**src/rtl/corelet_seq_pkg.sv**
```systemverilog
// Shared definitions for the corelet sequencer and its bench.
// Latency: n/a (types and constants only).
// Backpressure: n/a.
package corelet_seq_pkg;

    typedef enum logic [2:0] {
        S_IDLE,
        S_KLOAD,
        S_EXEC,
        S_FLUSH,
        S_DRAIN,
        S_NEXT,
        S_DONE
    } state_t;

    // Corelet instruction bus layout
    localparam int INST_W       = 35;
    localparam int BIT_KLOAD    = 0;
    localparam int BIT_EXEC     = 1;
    localparam int BIT_L0_WR    = 2;
    localparam int BIT_L0_RD    = 3;
    localparam int BIT_OFIFO_RD = 6;
    localparam int BIT_SFP_ACC  = 33;
    localparam int BIT_MODE     = 34;

    // Dataflow mode encoding
    localparam logic MODE_WS = 1'b0;
    localparam logic MODE_OS = 1'b1;

endpackage

```
**src/rtl/seq_cnt.sv**
```systemverilog
// Loadable down-counter with enable; zero flag marks the final count of a phase.
// Latency: load/decrement visible one cycle after the enabling edge.
// Backpressure: none; enable is the caller's qualifier and the count saturates at zero.
module seq_cnt #(
    parameter int W = 9
) (
    input  logic         clk,
    input  logic         reset,
    input  logic         load,
    input  logic [W-1:0] load_val,
    input  logic         en,
    output logic         zero
);

    logic [W-1:0] cnt;

    // Load has priority over decrement; the count never wraps below zero.
    always_ff @(posedge clk) begin
        if (!reset) begin
            cnt <= '0;
        end else if (load) begin
            cnt <= load_val;
        end else if (en && (cnt != '0)) begin
            cnt <= cnt - W'(1);
        end
    end

    assign zero = (cnt == '0);

endmodule

```
**src/rtl/corelet_seq.sv**
```systemverilog
// Corelet job sequencer: kernel load, execute, pipeline flush and OFIFO drain per pass.
// Latency: every output is registered, so a command appears the cycle after its qualifying input.
// Backpressure: l0_ready=0 stalls KLOAD/EXEC, ofifo_valid=0 stalls DRAIN; abort/reset force IDLE.
module corelet_seq
    import corelet_seq_pkg::*;
#(
    parameter int row     = 8,
    parameter int col     = 8,
    parameter int tile_bw = 5,
    parameter int vec_bw  = 8
) (
    input  logic               clk,
    input  logic               reset,
    input  logic               start,
    input  logic               mode,
    input  logic [tile_bw-1:0] n_tile,
    input  logic [vec_bw-1:0]  n_vec,
    input  logic               abort,
    input  logic               l0_ready,
    input  logic               ofifo_valid,
    output logic [INST_W-1:0]  inst,
    output logic               busy,
    output logic               done,
    output logic               err,
    output logic [tile_bw-1:0] pass_idx
);

    // One extra bit so a full-range n_vec never wraps the phase count.
    localparam int CW = vec_bw + 1;

    state_t              state, state_nx;
    logic                mode_q, mode_nx;
    logic [tile_bw-1:0]  ntile_q, ntile_nx;
    logic [vec_bw-1:0]   nvec_q, nvec_nx;
    logic [tile_bw-1:0]  pass_q, pass_nx;
    logic [INST_W-1:0]   inst_nx;
    logic                busy_nx, done_nx, err_nx;

    logic                ke_load, ke_en, ke_zero;
    logic [CW-1:0]       ke_val;
    logic                fl_load, fl_en, fl_zero;
    logic                dr_load, dr_en, dr_zero;
    logic [CW-1:0]       dr_val;

    // Counters are loaded with (count-1) so zero flags the last cycle of a phase.
    function automatic logic [CW-1:0] vec_m1(input logic [vec_bw-1:0] v);
        return {1'b0, v} - CW'(1);
    endfunction

    seq_cnt #(.W(CW)) u_cnt_ke (
        .clk      (clk),
        .reset    (reset),
        .load     (ke_load),
        .load_val (ke_val),
        .en       (ke_en),
        .zero     (ke_zero)
    );

    seq_cnt #(.W(CW)) u_cnt_fl (
        .clk      (clk),
        .reset    (reset),
        .load     (fl_load),
        .load_val (CW'(row + col - 2)),
        .en       (fl_en),
        .zero     (fl_zero)
    );

    seq_cnt #(.W(CW)) u_cnt_dr (
        .clk      (clk),
        .reset    (reset),
        .load     (dr_load),
        .load_val (dr_val),
        .en       (dr_en),
        .zero     (dr_zero)
    );

    // Next state, next registered outputs and counter controls.
    always_comb begin
        state_nx = state;
        mode_nx  = mode_q;
        ntile_nx = ntile_q;
        nvec_nx  = nvec_q;
        pass_nx  = pass_q;
        inst_nx  = '0;
        busy_nx  = 1'b0;
        done_nx  = 1'b0;
        err_nx   = 1'b0;
        ke_load  = 1'b0;
        ke_val   = '0;
        ke_en    = 1'b0;
        fl_load  = 1'b0;
        fl_en    = 1'b0;
        dr_load  = 1'b0;
        dr_val   = '0;
        dr_en    = 1'b0;

        case (state)
            S_IDLE: begin
                if (start) begin
                    mode_nx  = mode;
                    ntile_nx = n_tile;
                    nvec_nx  = n_vec;
                    pass_nx  = '0;
                    if ((n_tile == '0) || (n_vec == '0)) begin
                        state_nx = S_DONE;
                        err_nx   = 1'b1;
                    end else begin
                        ke_load = 1'b1;
                        if (mode == MODE_WS) begin
                            state_nx = S_KLOAD;
                            ke_val   = CW'(col - 1);
                        end else begin
                            state_nx = S_EXEC;
                            ke_val   = vec_m1(n_vec);
                        end
                    end
                end
            end
            S_KLOAD: begin
                if (l0_ready) begin
                    inst_nx[BIT_L0_RD] = 1'b1;
                    inst_nx[BIT_KLOAD] = 1'b1;
                    if (ke_zero) begin
                        state_nx = S_EXEC;
                        ke_load  = 1'b1;
                        ke_val   = vec_m1(nvec_q);
                    end else begin
                        ke_en = 1'b1;
                    end
                end
            end
            S_EXEC: begin
                if (l0_ready) begin
                    inst_nx[BIT_L0_RD] = 1'b1;
                    inst_nx[BIT_EXEC]  = 1'b1;
                    if (ke_zero) begin
                        state_nx = S_FLUSH;
                        fl_load  = 1'b1;
                    end else begin
                        ke_en = 1'b1;
                    end
                end
            end
            S_FLUSH: begin
                if (fl_zero) begin
                    state_nx = S_DRAIN;
                    dr_load  = 1'b1;
                    dr_val   = (mode_q == MODE_WS) ? vec_m1(nvec_q) : CW'(row - 1);
                end else begin
                    fl_en = 1'b1;
                end
            end
            S_DRAIN: begin
                if (ofifo_valid) begin
                    inst_nx[BIT_OFIFO_RD] = 1'b1;
                    if (dr_zero) begin
                        state_nx = S_NEXT;
                    end else begin
                        dr_en = 1'b1;
                    end
                end
            end
            S_NEXT: begin
                if (pass_q == (ntile_q - tile_bw'(1))) begin
                    state_nx = S_DONE;
                end else begin
                    pass_nx = pass_q + tile_bw'(1);
                    ke_load = 1'b1;
                    if (mode_q == MODE_WS) begin
                        state_nx = S_KLOAD;
                        ke_val   = CW'(col - 1);
                    end else begin
                        state_nx = S_EXEC;
                        ke_val   = vec_m1(nvec_q);
                    end
                end
            end
            S_DONE: begin
                state_nx = S_IDLE;
            end
            default: begin
                state_nx = S_IDLE;
            end
        endcase

        // Accumulate trails each OFIFO read by one cycle, even into NEXT.
        inst_nx[BIT_L0_WR]   = 1'b0;
        inst_nx[BIT_SFP_ACC] = inst[BIT_OFIFO_RD];
        busy_nx              = (state_nx != S_IDLE);
        done_nx              = (state_nx == S_DONE);
        inst_nx[BIT_MODE]    = busy_nx & mode_nx;

        // Abort overrides every transition and leaves latched job state untouched.
        if (abort) begin
            state_nx = S_IDLE;
            mode_nx  = mode_q;
            ntile_nx = ntile_q;
            nvec_nx  = nvec_q;
            pass_nx  = '0;
            inst_nx  = '0;
            busy_nx  = 1'b0;
            done_nx  = 1'b0;
            err_nx   = 1'b0;
            ke_load  = 1'b0;
            ke_en    = 1'b0;
            fl_load  = 1'b0;
            fl_en    = 1'b0;
            dr_load  = 1'b0;
            dr_en    = 1'b0;
        end
    end

    // State, latched job parameters and registered outputs.
    always_ff @(posedge clk) begin
        if (!reset) begin
            state   <= S_IDLE;
            mode_q  <= 1'b0;
            ntile_q <= '0;
            nvec_q  <= '0;
            pass_q  <= '0;
            inst    <= '0;
            busy    <= 1'b0;
            done    <= 1'b0;
            err     <= 1'b0;
        end else begin
            state   <= state_nx;
            mode_q  <= mode_nx;
            ntile_q <= ntile_nx;
            nvec_q  <= nvec_nx;
            pass_q  <= pass_nx;
            inst    <= inst_nx;
            busy    <= busy_nx;
            done    <= done_nx;
            err     <= err_nx;
        end
    end

    assign pass_idx = pass_q;

endmodule

```
**config.mk**
```make
export PLATFORM = sky130hd
export DESIGN_NAME = corelet_seq
export DESIGN_NICKNAME = d
export VERILOG_FILES = /design/src/rtl/corelet_seq_pkg.sv /design/src/rtl/seq_cnt.sv /design/src/rtl/corelet_seq.sv
export SDC_FILE = /design/constraint.sdc
export NUM_CORES = 1
export LEC_CHECK = 0
export BUFFER_PORTS_ARGS = -buffer_cell sky130_fd_sc_hd__buf_2
export CAP_MARGIN = 10
export CORE_MARGIN = 2
export CORE_UTILIZATION = 57
export CTS_BUF_LIST = sky130_fd_sc_hd__clkbuf_16
export DETAILED_ROUTE_END_ITERATION = 10
export GPL_TIMING_DRIVEN = 0
export PLACE_DENSITY = 0.83
export SLEW_MARGIN = 20
export SYNTH_ARGS = -nofsm -noshare
export SYNTH_HDL_FRONTEND = slang
export SYNTH_SLANG_ARGS = --single-unit
export TNS_END_PERCENT = 5
```
**constraint.sdc**
```tcl
create_clock -name clk -period 2.41 [get_ports clk]
set_input_delay 0.1205 -clock clk [delete_from_list [all_inputs] [get_ports clk]]
set_output_delay 0.1205 -clock clk [all_outputs]
set_load 0.01 [all_outputs]
```
==> impl_metrics.env <==
export IMPL_placed_area_um2=4100
export IMPL_die_area_um2=7210
export IMPL_wl_per_cell_um=15.3
export IMPL_async_flop_share=0
export IMPL_drtIter0Drc=301
export IMPL_start_kind="flip-flop"
export IMPL_synth_area_um2=3730
export IMPL_power_density_nw_per_um2=634
export IMPL_hold_violations=0
export IMPL_cts_reportedPaths_clkPinSlew_ns=0.05
export IMPL_cts_hold_fix_buffers=0
export IMPL_cap_viol_max_count=0
export IMPL_numCtsBuffers=9
export IMPL_start_util=0.587
export IMPL_fin_skew_ns=0.00729
export IMPL_syn_to_final_growth_pct=19.1
export IMPL_grt_pass1_wl_mm=14.8
export IMPL_crit_path_max_fanout=6
export IMPL_layout_nets=550
export IMPL_final_cell_area_um2=4440
export IMPL_ios=63
export IMPL_die_w_um=84.9
export IMPL_clk_latency_ns=0.33
export IMPL_place_gp_congestion=0.899
export IMPL_slew_headroom=0.524
export IMPL_fin_ws_ns=0.143
export IMPL_synth_seq_cells=58
export IMPL_nFillCells=521
export IMPL_grt_usage=0.261
export IMPL_cp_end_kind="flip-flop"
export IMPL_layout_drive_gt1_share=0.219
export IMPL_finalSetupViolCount=0
export IMPL_diodes=0
export IMPL_root_buffer="clkbuf_16"
export IMPL_critPathKind="flip-flop to flip-flop"
export IMPL_yosys_cell_types_count=65
export IMPL_drc=0
export IMPL_path_cells="inv_1, ha_1, o21ba_2, a22oi_1, o2111ai_2, and3_1, o41ai_1, a21oi_1"
export IMPL_drt_wl_total_mm=9.21
export IMPL_period_needed_ns=2.27
export IMPL_vias=3491
export IMPL_syn_area_per_cell_um2=8.38
export IMPL_synth_area_leaders="dfxtp_1 31%, buf_4 5.8%, xnor2_1 5.6%"
export IMPL_slowest_delay_ns=0.39
export IMPL_yosysSeqAreaShare=0.311
export IMPL_hold_class="primary input to flip-flop"
export IMPL_cellLeakagePower_uw=0.00188
export IMPL_dp_hpwl_mm=6.80
export IMPL_worstPathRequired_ns=2.61
export IMPL_h_tree_depth=3
export IMPL_multiInputGateArea_um2=2330
export IMPL_fin_crit_sh=0.941
export IMPL_drt_pass1_iterations=5
export IMPL_synth_edff_count=0
export IMPL_fmax_mhz=441
export IMPL_fp_dieH_um=84.9
export IMPL_clock_sinks=58
export IMPL_grt_pass1_vias=3166
export IMPL_holdWs_ns=0.0564
export IMPL_cp_slowest_cell="dfxtp_1"
export IMPL_globalRouteOverflowTotal=0
export IMPL_worstMarginPinSlew_ns=0.708
export IMPL_yosysWarnings=0
export IMPL_final_cell_mix="58 x dfxtp_1, 48 x nor2_1, 38 x buf_2"
export IMPL_grt_max_degree=11
export IMPL_synth_top_area_share=0.311
export IMPL_antenna_found_initial=0
export IMPL_arrival_ns=2.47
export IMPL_cts_tree="yes"
export IMPL_ir_drop_mv=0.505
export IMPL_pre_cts_ws_ns=-0.0347
export IMPL_cts_buffer_depth=2
export IMPL_synth_cells=445
export IMPL_rsz0062_at_grt="yes"
export IMPL_final_common_cell="dfxtp_1"
export IMPL_drtAntennaViolNets=0
export IMPL_synth_largest_area_cell="dfxtp_1"
export IMPL_port_buffer_count=33
export IMPL_avgViaCountPerCell=5.80
export IMPL_ys_flop_type="dfxtp_1"
export IMPL_seq_area_um2=1160
export IMPL_status="completed"
export IMPL_fp_row_count=29
export IMPL_report_final_slew_viol_count=0
export IMPL_core_area_um2=6350
## cell families (layout without fill, tap and decap cells)
family                     count (synthesis)  after routing  share of synthesized area
and+or+nand+nor                          168            168                      0.256
AOI/OAI and AO/OA                         95             95                      0.179
buffers and inverters                     63            115                     0.0963
DFF                                       58             58                      0.311
xor gates and xnor gates                  35             35                     0.0822
muxes                                     15             15                     0.0406
adders and majority gates                 10             10                     0.0335
other                                      1             29                    0.00101
## layer usage
metal,track usage,part of all wire,vias up
met5,0,0,-
li1,-,-,1691
met4,0.0823,0.024,0
met2,0.431,0.47,144
met3,0.0944,0.076,24
met1,0.319,0.43,1632
## cells in the mapped netlist, drive strengths merged (2+ instances only)
master  instances
a21boi          5
nor3           19
nand2          22
nand3          14
nand2b          4
a31oi           3
xnor2          24
clkbuf          7
o211ai          5
xor2           11
nor4b           3
o221a           3
and4bb          2
mux2i          14
o31ai           4
ha             10
nor4            8
inv            21
and2            3
or4            10
o21ai          21
nor2b           4
dfxtp          58
buf            35
nor2           48
a21oi          28
o21a            2
a211oi          9
and3            5
o311a           4
nor3b           4
or3            12
o22a            2
nand4           5
## power breakdown
group	internal [µW]	total [µW]	switching [µW]	leakage (µW)
logic	203	462	259	0.00125
clock network	892	1330	436	0.000154
registers	992	1030	37.4	0.000470
## layout make-up
type / count / share of cell area
tap: 77 / 0.0217
multi-input combinational: 352 / 0.524
buffer: 42 / 0.0631
clock buffer: 9 / 0.0507
sequential: 58 / 0.261
clock inverter: 7 / 0.0191
inverter: 21 / 0.0177
timing repair buffer: 36 / 0.0422
## through the flow
stage / total power, µW / instances / util / TNS (ns)
2_1_floorplan: 1380 / 473 / - / 0
3_3_place_gp: 1470 / 583 / 0.645 / -0.0544
3_5_place_dp: 1480 / 583 / 0.645 / -0.0942
4_1_cts: 2800 / 601 / 0.696 / 0
5_1_grt: 2920 / 602 / 0.700 / -0.0883
6_report: 2820 / 602 / 0.700 / 0
## final timing paths
| check | start | end | slack [ns] | cells past startpoint |
|---|---|---|---|---|
| setup / recovery | ntile_q[0]$_SDFFE_PN0P_ | u_cnt_ke.cnt[1]$_SDFFE_PN0P_ | 0.14 | 8 |
| hold / removal | n_tile[1] | ntile_q[1]$_SDFFE_PN0P_ | 0.06 | 3 |
| setup reg to reg | ntile_q[0]$_SDFFE_PN0P_ | u_cnt_ke.cnt[1]$_SDFFE_PN0P_ | 0.14 | 8 |
| hold reg to reg | inst[6]$_SDFF_PP0_ | inst[33]$_SDFF_PP0_ | 0.49 | 1 |
## critical path, delay by kind of cell (launching register included)
family | cells | cell delay [ns]
AOI/OAI and AO/OA | 5 | 1.15
adders and majority gates | 1 | 0.25
buffers and inverters | 1 | 0.07
DFF | 1 | 0.39
and+or+nand+nor | 1 | 0.28
## registers in the layout, summed over array words and instances (netlist names)
signal,count
ntile_q,5
inst,6
nvec_q,8
u_cnt_ke.cnt,9
pass_idx,5
u_cnt_fl.cnt,9
busy,1
done,1
mode_q,1
u_cnt_dr.cnt,9
err,1
state,3
## what timing repair did
| item | 4_1_cts | 5_1_grt |
|---|---|---|
| pin swaps | 1 | 1 |
| setup buffers | 2 | 1 |
| setup endpoints to repair | 5 | 15 |
| gates resized for setup | 0 | 3 |
| cloned | 0 | 0 |
Power figures use the tool's default switching activity.
